==> src/rtl/i2c_cmd_master.sv <==
// i2c_cmd_master: takes one 20-bit command from the AXI slave and runs an I2C
// register write or a register read (with repeated START) on open-drain SCL/SDA.
// The result goes back as an ACK strobe, plus a held read byte for reads.
module i2c_cmd_master #(
  parameter int         CLK_DIV     = 250,
  parameter logic [2:0] DEV_ADDR_HI = 3'b101
) (
  input  logic        ACLK,
  input  logic        ARESETn,
  input  logic        I2C_MASTER_TRIGGER,
  input  logic [19:0] ADDR_DATA_OUT,
  input  logic        VALID_ADDR_DATA_OUT,
  output logic        VALID_ADDR_DATA_OUT_ACK,
  output logic        VALID_ADDR_DATA_OUT_ACK_VALID,
  output logic [7:0]  RDATA_OUT,
  output logic        RDATA_VALID,
  input  logic        RDATA_VALID_ACK,
  output logic        PENDING_TRANSACTION_WR,
  output logic        PENDING_TRANSACTION_RD,
  output logic        SCL_OE,
  output logic        SDA_OE,
  input  logic        SDA_I
);

  localparam int DW = (CLK_DIV > 2) ? $clog2(CLK_DIV) : 1;

  typedef enum logic [3:0] {
    S_IDLE, S_START, S_ADDR, S_ACK1, S_REG, S_ACK2, S_WDATA, S_ACK3,
    S_RSTART, S_RADDR, S_ACK4, S_RBYTE, S_MNACK, S_STOP, S_DONE
  } state_t;

  state_t        state, state_nx;
  logic [DW-1:0] div_cnt, div_nx;
  logic [1:0]    qtr, qtr_nx;
  logic [2:0]    bit_cnt, bit_nx;
  logic [19:0]   cmd_q;
  logic [7:0]    rx_sh, tx_byte;
  logic          nack, sda_s1, sda_sync;
  logic          scl_nx, sda_nx;
  logic          accept, q_end, bit_end, samp, in_ack;

  assign q_end   = (div_cnt == DW'(CLK_DIV - 1));
  assign bit_end = q_end && (qtr == 2'd3);
  assign samp    = q_end && (qtr == 2'd2);
  assign in_ack  = (state == S_ACK1) || (state == S_ACK2) ||
                   (state == S_ACK3) || (state == S_ACK4);
  assign accept  = (state == S_IDLE) && I2C_MASTER_TRIGGER &&
                   VALID_ADDR_DATA_OUT && !RDATA_VALID;

  // FSM state and bit-timing counters
  always_ff @(posedge ACLK or negedge ARESETn) begin
    if (!ARESETn) begin
      state   <= S_IDLE;
      div_cnt <= '0;
      qtr     <= '0;
      bit_cnt <= '0;
    end else begin
      state   <= state_nx;
      div_cnt <= div_nx;
      qtr     <= qtr_nx;
      bit_cnt <= bit_nx;
    end
  end

  // Next state: every bus state advances on the last quarter of its bit
  always_comb begin
    state_nx = state;
    div_nx   = div_cnt;
    qtr_nx   = qtr;
    bit_nx   = bit_cnt;
    if (state == S_IDLE) begin
      div_nx = '0;
      qtr_nx = '0;
      bit_nx = '0;
      if (accept) state_nx = S_START;
    end else if (state == S_DONE) begin
      state_nx = S_IDLE;
    end else begin
      div_nx = q_end ? '0 : div_cnt + 1'b1;
      if (q_end) qtr_nx = qtr + 2'd1;
      if (bit_end) begin
        bit_nx = bit_cnt + 3'd1;
        case (state)
          S_START:  state_nx = S_ADDR;
          S_ADDR:   if (bit_cnt == 3'd7) state_nx = S_ACK1;
          S_ACK1:   state_nx = nack ? S_STOP : S_REG;
          S_REG:    if (bit_cnt == 3'd7) state_nx = S_ACK2;
          S_ACK2:   state_nx = nack ? S_STOP : (cmd_q[15] ? S_WDATA : S_RSTART);
          S_WDATA:  if (bit_cnt == 3'd7) state_nx = S_ACK3;
          S_ACK3:   state_nx = S_STOP;
          // bit 0 is a released clock bit so the slave lets go of its ACK,
          // bit 1 is the actual START pattern
          S_RSTART: if (bit_cnt == 3'd1) state_nx = S_RADDR;
          S_RADDR:  if (bit_cnt == 3'd7) state_nx = S_ACK4;
          S_ACK4:   state_nx = nack ? S_STOP : S_RBYTE;
          S_RBYTE:  if (bit_cnt == 3'd7) state_nx = S_MNACK;
          S_MNACK:  state_nx = S_STOP;
          S_STOP:   state_nx = S_DONE;
          default:  state_nx = S_IDLE;
        endcase
        if (state_nx != state) bit_nx = '0;
      end
    end
  end

  // Byte shifted out in the upcoming state
  always_comb begin
    tx_byte = 8'h00;
    case (state_nx)
      S_ADDR:  tx_byte = {DEV_ADDR_HI, cmd_q[19:16], 1'b0};
      S_REG:   tx_byte = {1'b0, cmd_q[14:8]};
      S_WDATA: tx_byte = cmd_q[7:0];
      S_RADDR: tx_byte = {DEV_ADDR_HI, cmd_q[19:16], 1'b1};
      default: tx_byte = 8'h00;
    endcase
  end

  // Pad drive decode from the next state, so SCL/SDA leave a flop glitch-free
  always_comb begin
    scl_nx = 1'b0;
    sda_nx = 1'b0;
    case (state_nx)
      S_START: begin
        scl_nx = (qtr_nx == 2'd3);
        sda_nx = (qtr_nx != 2'd0);
      end
      S_RSTART: begin
        if (bit_nx == 3'd0) begin
          scl_nx = !qtr_nx[1];
        end else begin
          scl_nx = (qtr_nx == 2'd3);
          sda_nx = (qtr_nx != 2'd0);
        end
      end
      S_STOP: begin
        scl_nx = !qtr_nx[1];
        sda_nx = (qtr_nx != 2'd3);
      end
      S_ADDR, S_REG, S_WDATA, S_RADDR: begin
        scl_nx = !qtr_nx[1];
        sda_nx = !tx_byte[3'd7 - bit_nx];
      end
      S_ACK1, S_ACK2, S_ACK3, S_ACK4, S_RBYTE, S_MNACK: scl_nx = !qtr_nx[1];
      default: ;
    endcase
  end

  // Command latch, SDA sampling, results and handshake outputs
  always_ff @(posedge ACLK or negedge ARESETn) begin
    if (!ARESETn) begin
      cmd_q                         <= '0;
      rx_sh                         <= '0;
      nack                          <= 1'b0;
      sda_s1                        <= 1'b1;
      sda_sync                      <= 1'b1;
      SCL_OE                        <= 1'b0;
      SDA_OE                        <= 1'b0;
      PENDING_TRANSACTION_WR        <= 1'b0;
      PENDING_TRANSACTION_RD        <= 1'b0;
      VALID_ADDR_DATA_OUT_ACK       <= 1'b0;
      VALID_ADDR_DATA_OUT_ACK_VALID <= 1'b0;
      RDATA_OUT                     <= '0;
      RDATA_VALID                   <= 1'b0;
    end else begin
      sda_s1   <= SDA_I;
      sda_sync <= sda_s1;
      SCL_OE   <= scl_nx;
      SDA_OE   <= sda_nx;
      if (accept) begin
        cmd_q                  <= ADDR_DATA_OUT;
        nack                   <= 1'b0;
        PENDING_TRANSACTION_WR <= ADDR_DATA_OUT[15];
        PENDING_TRANSACTION_RD <= !ADDR_DATA_OUT[15];
      end
      if (samp && in_ack && sda_sync) nack <= 1'b1;
      if (samp && state == S_RBYTE) rx_sh <= {rx_sh[6:0], sda_sync};
      VALID_ADDR_DATA_OUT_ACK_VALID <= (state_nx == S_DONE);
      if (state_nx == S_DONE) begin
        PENDING_TRANSACTION_WR  <= 1'b0;
        PENDING_TRANSACTION_RD  <= 1'b0;
        VALID_ADDR_DATA_OUT_ACK <= !nack;
        if (!cmd_q[15] && !nack) begin
          RDATA_OUT   <= rx_sh;
          RDATA_VALID <= 1'b1;
        end
      end else if (RDATA_VALID && RDATA_VALID_ACK) begin
        RDATA_VALID <= 1'b0;
      end
    end
  end

endmodule

==> config.mk <==
export PLATFORM = sky130hd
export DESIGN_NAME = i2c_cmd_master
export DESIGN_NICKNAME = d
export VERILOG_FILES = /design/src/rtl/i2c_cmd_master.sv
export SDC_FILE = /design/constraint.sdc
export NUM_CORES = 1
export LEC_CHECK = 0
export CORE_MARGIN = 1
export CORE_UTILIZATION = 40
export CTS_BUF_LIST = sky130_fd_sc_hd__clkbuf_16
export DETAILED_ROUTE_END_ITERATION = 8
export PLACE_DENSITY = 0.66
export SLEW_MARGIN = 0
export SYNTH_ARGS = -nofsm -noshare
export SYNTH_HDL_FRONTEND = slang
export SYNTH_SLANG_ARGS = --single-unit
==> constraint.sdc <==
create_clock -name ACLK -period 3.5 [get_ports ACLK]
set_clock_uncertainty 0.05 [all_clocks]
set_input_delay 0.35 -clock ACLK [delete_from_list [all_inputs] [get_ports ACLK]]
set_output_delay 0.35 -clock ACLK [all_outputs]
set_load 0.005 [all_outputs]
==> run_results.csv, run 1 <==
group,metric,value,unit
clock_tree,cts_tree,"done",
clock_tree,clk_path_buf_depth,2,
timing,hold_viol,0,
place,gp_congestion,0.874,
floorplan,start_util,41.9,%
logic_synthesis,synth_top_area_share,46.6,%
route,vias,2505,
worst_setup_path,cp-end-kind,"flip-flop",
floorplan,die_area,8550,µm²
timing,fin_ws,0.383,ns
layout,nets,405,
power,peakVddDrop,0.354,mV
route,drt-vias-per-instance,5.24,
logic_synthesis,synthCells,331,
worst_setup_path,crit_arrival,3.27,ns
worst_setup_path,r2r_setup_slack,0.38,ns
power,p_per_area,421,nW/µm²
logic_synthesis,async_flop_share,100,%
timing,whs,0.0460,ns
route,first_iter_violations,109,
worst_setup_path,worst-setup-path-type,"flip-flop to flip-flop",
route,post_drt_wl_per_cell,14.1,µm
worst_setup_path,r2r-end,"SDA_OE$_DFF_PN0_",
global_routing,grt.overflow.total,0,
global_routing,grt_first_pass_wirelength,11.9,mm
clock_tree,numCtsBuffers,9,
timing,maxSlewHeadroom,49.5,%
route,ant_nets,0,
logic_synthesis,synth_top_area_cell,"dfrtp_1",
worst_setup_path,worst_path_max_delay_cell,"and3_1",
run_status,status,"complete, no violations",
global_routing,grt_use_total,17.8,%
timing,setup_viol,0,
run,drv_cap,0,
worst_setup_path,cp-startpoint,"div_cnt[1]$_DFFE_PN0P_",
worst_setup_path,worstReg2RegStart,"div_cnt[1]$_DFFE_PN0P_",
route,met3WireLength,192,µm
logic_synthesis,syn_avg_cell_area,9.89,µm²
timing,max_freq,321,MHz
logic_synthesis,synthTopCellsByArea,"dfrtp_1 (47%), nand2_1 (7.8%), mux2_2 (5.8%)",
layout,final_common_cell,"nand2_1",
worst_setup_path,slowest_delay,0.50,ns
logic_synthesis,ys_ff_latch,63,
global_routing,grt_pass1_vias,2571,
floorplan,die_x,92.5,µm
timing,tightest_slew,0.758,ns
timing,fin_crit,3.12,ns
place,pre_cts_slack,0.398,ns
floorplan,core,7810,µm²
logic_synthesis,syn-num-nets,364,
logic_synthesis,syn_area,3270,µm²
route,wl_met1,3.15,mm
worst_setup_path,start_kind,"flip-flop",
logic_synthesis,ys_types,60,
route,route.met2.wl,3.28,mm
global_routing,antenna_found_initial,0,
clock_tree,hold_buffers,0,
clock_tree,clkSlewWorstSetupHoldPaths,0.05,ns
timing,final_max_slew_viol_count,0,
layout,diodes,0,
power,p_leak,1.91,nW
floorplan,rows,32,
route,top_layer_used,"met4",
place,io_buffers,40,
logic_synthesis,synth_edf_count,0,
timing,post-route-period-util,89.1,%
layout,layout_common_cells,"nand2_1 (68), dfrtp_1 (61), clkdlybuf4s50_1 (39)",
floorplan,die_h,92.5,µm
worst_setup_path,rr_worst_depth,12,
worst_setup_path,path_max_fanout,10,
logic_synthesis,synth_seq_area_share,48.2,%
layout,drive_above_1_share,13.8,%
clock_tree,cts_resized,0,
timing,rsz0062_at_grt,"no",
layout,area_growth,23.7,%
clock_tree,htree_levels,3,
logic_synthesis,yosys_warnings,0,
worst_setup_path,critPathCapture,"SDA_OE$_DFF_PN0_",
logic_synthesis,yosys_most_used_dff,"dfrtp_1",
route,drc_errors,0,
worst_setup_path,required,3.65,ns
global_routing,grt_max_degree,35,
power,power,1.70,mW
worst_setup_path,path_cells,"inv_1 -> ha_1 -> and4b_1 -> and3_1 -> o211ai_2 -> o221ai_4 -> and3_1 -> o21bai_4 -> o221ai_1 -> nand2_1 -> o32ai_1 -> o32ai_1",
clock_tree,clock_latency,0.32,ns
clock_tree,cts_setup_buffers,0,
timing,fin_setup_tns,0,ns
floorplan,pin_count,41,
clock_tree,clock-sinks,63,
clock_tree,cts-root-buf,"clkbuf_16",
route,routed_wl,6.76,mm
worst_hold_path,hp-class,"input port to asynchronous set/reset pin",
route,drt_first_pass_iters,5,
place,post-dp-hpwl,4.95,mm
==> how the worst min path moves through the flow <==
stage | start | endpoint | depth (start not counted) | slack, ns
2_1_floorplan | ARESETn | PENDING_TRANSACTION_RD$_DFFE_PN0P_ | 0 | 0.004
3_3_place_gp | sda_s1$_DFF_PN1_ | sda_sync$_DFF_PN1_ | 0 | 0.30
3_5_place_dp | sda_s1$_DFF_PN1_ | sda_sync$_DFF_PN1_ | 0 | 0.30
4_1_cts | ARESETn | RDATA_OUT[2]$_DFFE_PN0P_ | 1 | 0.07
5_1_grt | ARESETn | RDATA_OUT[7]$_DFFE_PN0P_ | 1 | 0.12
6_report | ARESETn | RDATA_OUT[2]$_DFFE_PN0P_ | 1 | 0.05
==> stage by stage <==
step / instance area [µm²] / utilization [%] / instances
after floorplan: 3270 / - / 331
after global placement: 3750 / 48.0 / 463
after detailed placement: 3750 / 48.0 / 463
after CTS: 4050 / 51.8 / 478
after global routing: 4050 / 51.8 / 478
final: 4050 / 51.8 / 478
==> report_power, final <==
| group | switching (mW) | internal (mW) |
|---|---|---|
| registers | 0.00658 | 0.742 |
| logic | 0.0253 | 0.0317 |
| clock network | 0.290 | 0.609 |
==> flip-flops by register name (all words and copies together), names as in the netlist, 2 cells and up <==
signal and cells:
qtr 2, rx_sh 8, div_cnt 8, state 4, bit_cnt 3, cmd_q 20, RDATA_OUT 8
==> cells by family (layout without fill, tap and decap cells) <==
logic type	Yosys count	after routing	share of synthesized area, %
flops	63	63	48.2
xor+xnor	7	7	1.87
simple gates	142	142	20.8
mux	25	25	8.30
fa+ha+maj	7	7	2.68
buf+inv	29	74	4.20
compound gates	58	58	13.9
==> Yosys cell counts (3+ instances only) <==
| cell type | n |
|---|---|
| buf_2 | 5 |
| dfrtp_1 | 61 |
| and3_1 | 6 |
| a21oi_1 | 13 |
| inv_1 | 14 |
| nand2_1 | 68 |
| nand4_1 | 4 |
| mux2i_1 | 8 |
| mux2_2 | 17 |
| nand2b_1 | 8 |
| nor2b_1 | 3 |
| o22ai_1 | 4 |
| clkbuf_1 | 4 |
| o21ai_0 | 11 |
| xor2_1 | 5 |
| nor2_1 | 21 |
| nor3_1 | 9 |
| nand3_1 | 9 |
| ha_1 | 7 |
==> cell type report <==
cell class	count	area [µm²]
clock buffers	9	225
clock inverters	6	76.3
fillers	709	3760
inverters	16	60.1
multi-input cells	239	1560
flip-flops and latches	63	1580
well taps	102	128
repair buffers	43	418
==> critical path, delay by kind of cell, from the launching register on <==
family                   cells  cell delay (ns)
adder cells (fa/ha/maj)      1             0.13
AO/OA/AOI/OAI                6             1.26
buffers and inverters        1             0.08
AND/OR/NAND/NOR              4             1.09
flip-flops                   1             0.39
==> routing by layer <==
metal / GRT usage [%] / vias to the layer above
met1: 24.0 / 1209
li1: - / 1238
met4: 8.59 / 0
met2: 28.6 / 48
met5: 0 / -
met3: 1.97 / 10
(Power assumes the default switching activity.)
==> inputs of run 2 (changes only) <==
--- a/config.mk
+++ b/config.mk
@@ -6,10 +6,11 @@
 export NUM_CORES = 1
 export LEC_CHECK = 0
 export CORE_MARGIN = 1
-export CORE_UTILIZATION = 40
+export CORE_UTILIZATION = 50
 export CTS_BUF_LIST = sky130_fd_sc_hd__clkbuf_16
 export DETAILED_ROUTE_END_ITERATION = 8
-export PLACE_DENSITY = 0.66
+export DONT_BUFFER_PORTS = 1
+export PLACE_DENSITY = 0.7
 export SLEW_MARGIN = 0
 export SYNTH_ARGS = -nofsm -noshare
 export SYNTH_HDL_FRONTEND = slang
==> constraint.sdc (replaced) <==
create_clock -name ACLK -period 3.5 [get_ports ACLK]
set_clock_uncertainty 0.05 [all_clocks]
set_input_delay 0.35 -clock ACLK [delete_from_list [all_inputs] [get_ports ACLK]]
set_output_delay 0.35 -clock ACLK [all_outputs]
set_load 0.01 [all_outputs]
==> run 2 against run 1 <==
- cell count decreased by 13%
- global-route usage rose by 2.2 points
- combinational power decreased by 43%
- maximum frequency down 1.8%
- critical path depth unchanged
- register-to-register slack lost 0.06 ns
- count of clock-buffer cells in the layout is the same
==> run_results.csv, run 2 (same netlist as run 1, synthesis figures left out) <==
group,metric,value,unit
layout,largest_reg_flops,20,
global_routing,grt_use_total,20.1,%
timing,fin_ws,0.326,ns
floorplan,rows,29,
worst_setup_path,rr_worst_depth,12,
worst_setup_path,crit_arrival,3.35,ns
floorplan,die_x,82.9,µm
worst_hold_path,hp-class,"input port to flip-flop",
power,power,1.54,mW
layout,stdcell_count,416,
worst_setup_path,path_max_fanout,10,
place,gp_congestion,0.893,
timing,fin_crit,3.17,ns
layout,nets,367,
worst_setup_path,cp-end-kind,"flip-flop",
clock_tree,cts_tree,"done",
power,p_per_area,425,nW/µm²
layout,area_growth,10.6,%
timing,maxSlewHeadroom,54.1,%
global_routing,antenna_found_initial,0,
worst_setup_path,worst-setup-path-type,"flip-flop to flip-flop",
global_routing,met3_usage,5.07,%
place,pre_cts_slack,0.393,ns
global_routing,grt_max_degree,64,
place,dp.cells,397,
timing,post-route-period-util,90.7,%
floorplan,start_util,51.5,%
route,vias,2412,
power,p_leak,1.77,nW
power,peakVddDrop,0.403,mV
clock_tree,htree_levels,3,
layout,max_flop_register,"cmd_q",
global_routing,grt_use_met2,30.9,%
worst_hold_path,holdPathStages,2,
clock_tree,clkSlewWorstSetupHoldPaths,0.05,ns
global_routing,grt.overflow.total,0,
clock_tree,cts_resized,0,
clock_tree,clock-sinks,63,
route,drc_errors,0,
route,ant_nets,0,
route,routed_wl,6.54,mm
global_routing,grt_busiest_layer,"met2",
run,drv_cap,0,
worst_setup_path,required,3.68,ns
layout,drive_above_1_share,15.3,%
layout,final_common_cell,"nand2_1",
floorplan,pin_count,41,
layout,layout_common_cells,"nand2_1 (68), dfrtp_1 (61), nor2_1 (21)",
route,post_drt_wl_per_cell,15.7,µm
timing,tightest_slew,0.682,ns
global_routing,grt_first_pass_wirelength,11.0,mm
floorplan,die_area,6870,µm²
run_status,status,"complete, no violations",
floorplan,die_h,82.9,µm
route,first_iter_violations,185,
global_routing,grt_pass1_vias,2343,
layout,diodes,0,
worst_setup_path,start_kind,"flip-flop",
clock_tree,clock_latency,0.32,ns
route,drt_first_pass_iters,5,
route,drt-vias-per-instance,5.80,
place,post-dp-hpwl,4.50,mm
timing,whs,0.0829,ns
clock_tree,numCtsBuffers,9,
timing,final_max_slew_viol_count,0,
timing,fin_setup_tns,0,ns
timing,hold_viol,0,
timing,max_freq,315,MHz
timing,rsz0062_at_grt,"no",
global_routing,grtUsageMet1,27.1,%
clock_tree,clk_path_buf_depth,2,
timing,setup_viol,0,
place,io_buffers,0,
floorplan,core,6350,µm²
clock_tree,cts-root-buf,"clkbuf_16",
run 2: cell count changes in the layout (fill, tap and decap cells not counted):
cell             change
buf_4                -1
clkinvlp_4           +1
buf_16               +1
dlygate4sd3_1        +2
clkinv_1             -3
bufinv_16            -2
clkinv_2             +2
inv_1                +3
clkdlybuf4s50_1     -39
buf_2                -1
run 2: critical path: stages (launching register included):
cell and delay, ns:
dfrtp_1 0.39, inv_1 0.08, ha_1 0.13, and4b_1 0.24
and3_1 0.50, o211ai_2 0.19, o221ai_4 0.45, nor3_4 0.08
o21bai_4 0.22, o21ai_0 0.11, o31ai_1 0.30, a21oi_1 0.08
o32ai_1 0.26
run 2: stage by stage:
stage / instance area (µm²) / utilization, %
3_3_place_gp: 3310 / 52.2
5_1_grt: 3620 / 57.0
4_1_cts: 3620 / 57.0
6_report: 3620 / 57.0
3_5_place_dp: 3310 / 52.2
2_1_floorplan: 3270 / -
run 2: layout make-up:
cell class              count  area (µm²)
multi-input cells         239        1560
fillers                   535        2730
repair buffers              5        62.6
clock buffers               9         225
flip-flops and latches     63        1580
inverters                  16        60.1
clock inverters             7        33.8
well taps                  77        96.3
run 2: final timing paths:
kind	from	slack, ns	to
hold / removal	ADDR_DATA_OUT[12]	0.08	cmd_q[12]$_DFFE_PN0P_
setup reg to reg	div_cnt[1]$_DFFE_PN0P_	0.33	SDA_OE$_DFF_PN0_
min in group asynchronous	ARESETn	0.49	cmd_q[14]$_DFFE_PN0P_
max in group asynchronous	ARESETn	2.58	sda_s1$_DFF_PN1_
setup / recovery	div_cnt[1]$_DFFE_PN0P_	0.33	SDA_OE$_DFF_PN0_
hold reg to reg	sda_s1$_DFF_PN1_	0.31	sda_sync$_DFF_PN1_
run 2: layer usage:
layer / vias up / wire [µm]
met4: 0 / 62
met2: 67 / 3150
li1: 1159 / -
met5: - / 0
met3: 7 / 318
met1: 1179 / 3010
run 2: power by group:
| part | internal (mW) | switching [mW] |
|---|---|---|
| Sequential | 0.742 | 0.00669 |
| Combinational | 0.0108 | 0.0217 |
| Clock | 0.466 | 0.292 |
| Total | 1.22 | 0.320 |
run 2: timing repair:
action | CTS | global route
hold endpoints to repair | 64 | 0
buffers inserted | 0 | 0
hold buffers | 3 | 0
==> inputs of run 3 (changes only) <==
--- a/config.mk
+++ b/config.mk
@@ -10,7 +10,7 @@
 export CTS_BUF_LIST = sky130_fd_sc_hd__clkbuf_16
 export DETAILED_ROUTE_END_ITERATION = 8
 export DONT_BUFFER_PORTS = 1
-export PLACE_DENSITY = 0.7
+export PLACE_DENSITY_LB_ADDON = 0.25
 export SLEW_MARGIN = 0
 export SYNTH_ARGS = -nofsm -noshare
 export SYNTH_HDL_FRONTEND = slang
==> run 3 against run 2 <==
- first-iteration DRC count is 19% higher
- sequential power hardly changed
- core utilization rose by 0.33 points
- register-to-register slack better by 0.02 ns
- clock power is 5.8% higher
- count of clock-buffer cells in the layout unchanged
- combinational power up 2%
- cell count up 0.24%
- hold slack worse by 0.0048 ns
- largest cell class unchanged
- largest power group unchanged
==> run_results.csv, run 3 (same netlist as run 1, synthesis figures left out) <==
group,metric,value,unit
run_status,status,"complete, no violations",
clock_tree,clk_path_buf_depth,2,
worst_setup_path,r2r-end,"SCL_OE$_DFF_PN0_",
power,p_comb_share,2.1,%
power,power,1.58,mW
global_routing,grt_first_pass_wirelength,11.1,mm
layout,final_common_cell,"nand2_1",
route,drt_first_pass_iters,4,
timing,post-route-period-util,90.3,%
timing,whs,0.0781,ns
layout,nets,368,
power,switchingPower,0.351,mW
layout,drive_above_1_share,16.2,%
clock_tree,clock_latency,0.32,ns
floorplan,die_area,6870,µm²
route,ant_nets,0,
timing,fin_setup_tns,0,ns
timing,rsz0062_at_grt,"no",
global_routing,grt_use_total,20.4,%
layout,largest_reg_flops,20,
worst_setup_path,path_max_fanout,10,
floorplan,die_h,82.9,µm
place,gp_congestion,0.882,
layout,stdcell_area,3640,µm²
layout,diodes,0,
timing,hold_viol,0,
place,post-dp-hpwl,4.45,mm
layout,stdcell_count,417,
worst_hold_path,whs_endpoint,"cmd_q[0]$_DFFE_PN0P_",
layout,num-fill-cells,540,
power,peakVddDrop,0.327,mV
route,post_drt_wl_per_cell,15.3,µm
layout,layout_common_cells,"nand2_1 (68), dfrtp_1 (61), nor2_1 (21)",
worst_setup_path,worst-setup-path-type,"flip-flop to flip-flop",
timing,fin_ws,0.341,ns
place,dp.cells,398,
worst_setup_path,crit_arrival,3.29,ns
global_routing,grt.overflow.total,0,
floorplan,core,6350,µm²
layout,utilization,57.3,%
worst_setup_path,cp-end-kind,"flip-flop",
layout,max_flop_register,"cmd_q",
timing,maxSlewHeadroom,53.2,%
worst_hold_path,hp-class,"input port to flip-flop",
floorplan,start_util,51.5,%
worst_hold_path,holdPathStages,2,
power,p_per_area,435,nW/µm²
clock_tree,clkSlewWorstSetupHoldPaths,0.06,ns
timing,fin_crit,3.16,ns
clock_tree,cts-root-buf,"clkbuf_16",
route,routed_wl,6.40,mm
timing,tightest_slew,0.698,ns
timing,final_max_slew_viol_count,0,
place,pre_cts_slack,0.367,ns
floorplan,die_x,82.9,µm
worst_setup_path,worstReg2RegStart,"div_cnt[1]$_DFFE_PN0P_",
route,first_iter_violations,221,
worst_setup_path,start_kind,"flip-flop",
power,p_leak,1.77,nW
timing,setup_viol,0,
floorplan,rows,29,
worst_setup_path,r2r_setup_slack,0.34,ns
worst_hold_path,hp-start,"ADDR_DATA_OUT[0]",
power,internal_power,1.23,mW
power,swShare,22.2,%
layout,area_growth,11.2,%
route,drc_errors,0,
clock_tree,cts_tree,"done",
floorplan,pin_count,41,
worst_setup_path,required,3.63,ns
place,io_buffers,0,
global_routing,antenna_found_initial,0,
clock_tree,cts_setup_buffers,0,
route,vias,2402,
clock_tree,clock-sinks,63,
power,p_seq_share,47.3,%
global_routing,grt_max_degree,64,
timing,max_freq,317,MHz
power,p_clk_share,50.6,%
worst_setup_path,rr_worst_depth,11,
global_routing,grt_pass1_vias,2328,
run,drv_cap,0,
clock_tree,htree_levels,3,
route,drt-vias-per-instance,5.76,
clock_tree,numCtsBuffers,9,
place,place_area,3320,µm²
-- run 3: changes by cell type in the layout (fill, tap and decap cells not counted), sizes merged --
cell | previous run | this run
buf | 3 | 4
clkinv | 3 | 4
inv | 19 | 18
-- run 3: layout make-up --
| type | instances | area, µm² | share of cell area (%) |
|---|---|---|---|
| Sequential cell | 63 | 1580 | 43.4 |
| Multi-Input combinational cell | 239 | 1560 | 42.9 |
| Clock inverter | 7 | 47.5 | 1.31 |
| Inverter | 16 | 60.1 | 1.65 |
| Clock buffer | 9 | 225 | 6.19 |
| Timing Repair Buffer | 6 | 70.1 | 1.93 |
| Tap cell | 77 | 96.3 | 2.65 |
-- run 3: timing repair --
| action | CTS | global route |
|---|---|---|
| gates resized for setup | 0 | 0 |
| hold buffers | 3 | 0 |
| hold endpoints to repair | 64 | 0 |
-- run 3: how the worst max path moves through the flow --
stage	from	to	slack, ns	depth (start not counted)
6_report	div_cnt[1]$_DFFE_PN0P_	SCL_OE$_DFF_PN0_	0.34	11
5_1_grt	div_cnt[1]$_DFFE_PN0P_	SDA_OE$_DFF_PN0_	0.09	12
4_1_cts	div_cnt[1]$_DFFE_PN0P_	SCL_OE$_DFF_PN0_	0.34	11
3_5_place_dp	div_cnt[1]$_DFFE_PN0P_	SCL_OE$_DFF_PN0_	0.37	11
3_3_place_gp	div_cnt[1]$_DFFE_PN0P_	SCL_OE$_DFF_PN0_	0.40	11
2_1_floorplan	bit_cnt[0]$_DFF_PN0_	SDA_OE$_DFF_PN0_	0.83	12
-- run 3: metal layers --
layer	track usage (%)	up-vias	routed length, µm
met5	0	-	0
met4	10.3	0	118
met3	3.78	8	269
met2	30.6	56	2960
met1	28.5	1161	3060
li1	-	1177	-
-- run 3: power groups by stage --
stage / logic (mW) / clock network, mW / registers, mW
floorplan: 0.0112 / 0 / 0.759
global placement: 0.0133 / 0 / 0.760
detailed placement: 0.0139 / 0 / 0.761
CTS: 0.0346 / 0.820 / 0.748
global route: 0.0391 / 0.846 / 0.748
finish: 0.0332 / 0.801 / 0.748
-- run 3: critical path, cell delays in order (launching register included) --
cell      delay, ns
dfrtp_1        0.39
inv_1          0.08
ha_1           0.13
and4b_1        0.23
and3_1         0.53
a21oi_1        0.20
and2_1         0.20
a31oi_1        0.39
nand3_1        0.21
nand2b_1       0.14
o22ai_1        0.07
a221o_1        0.39
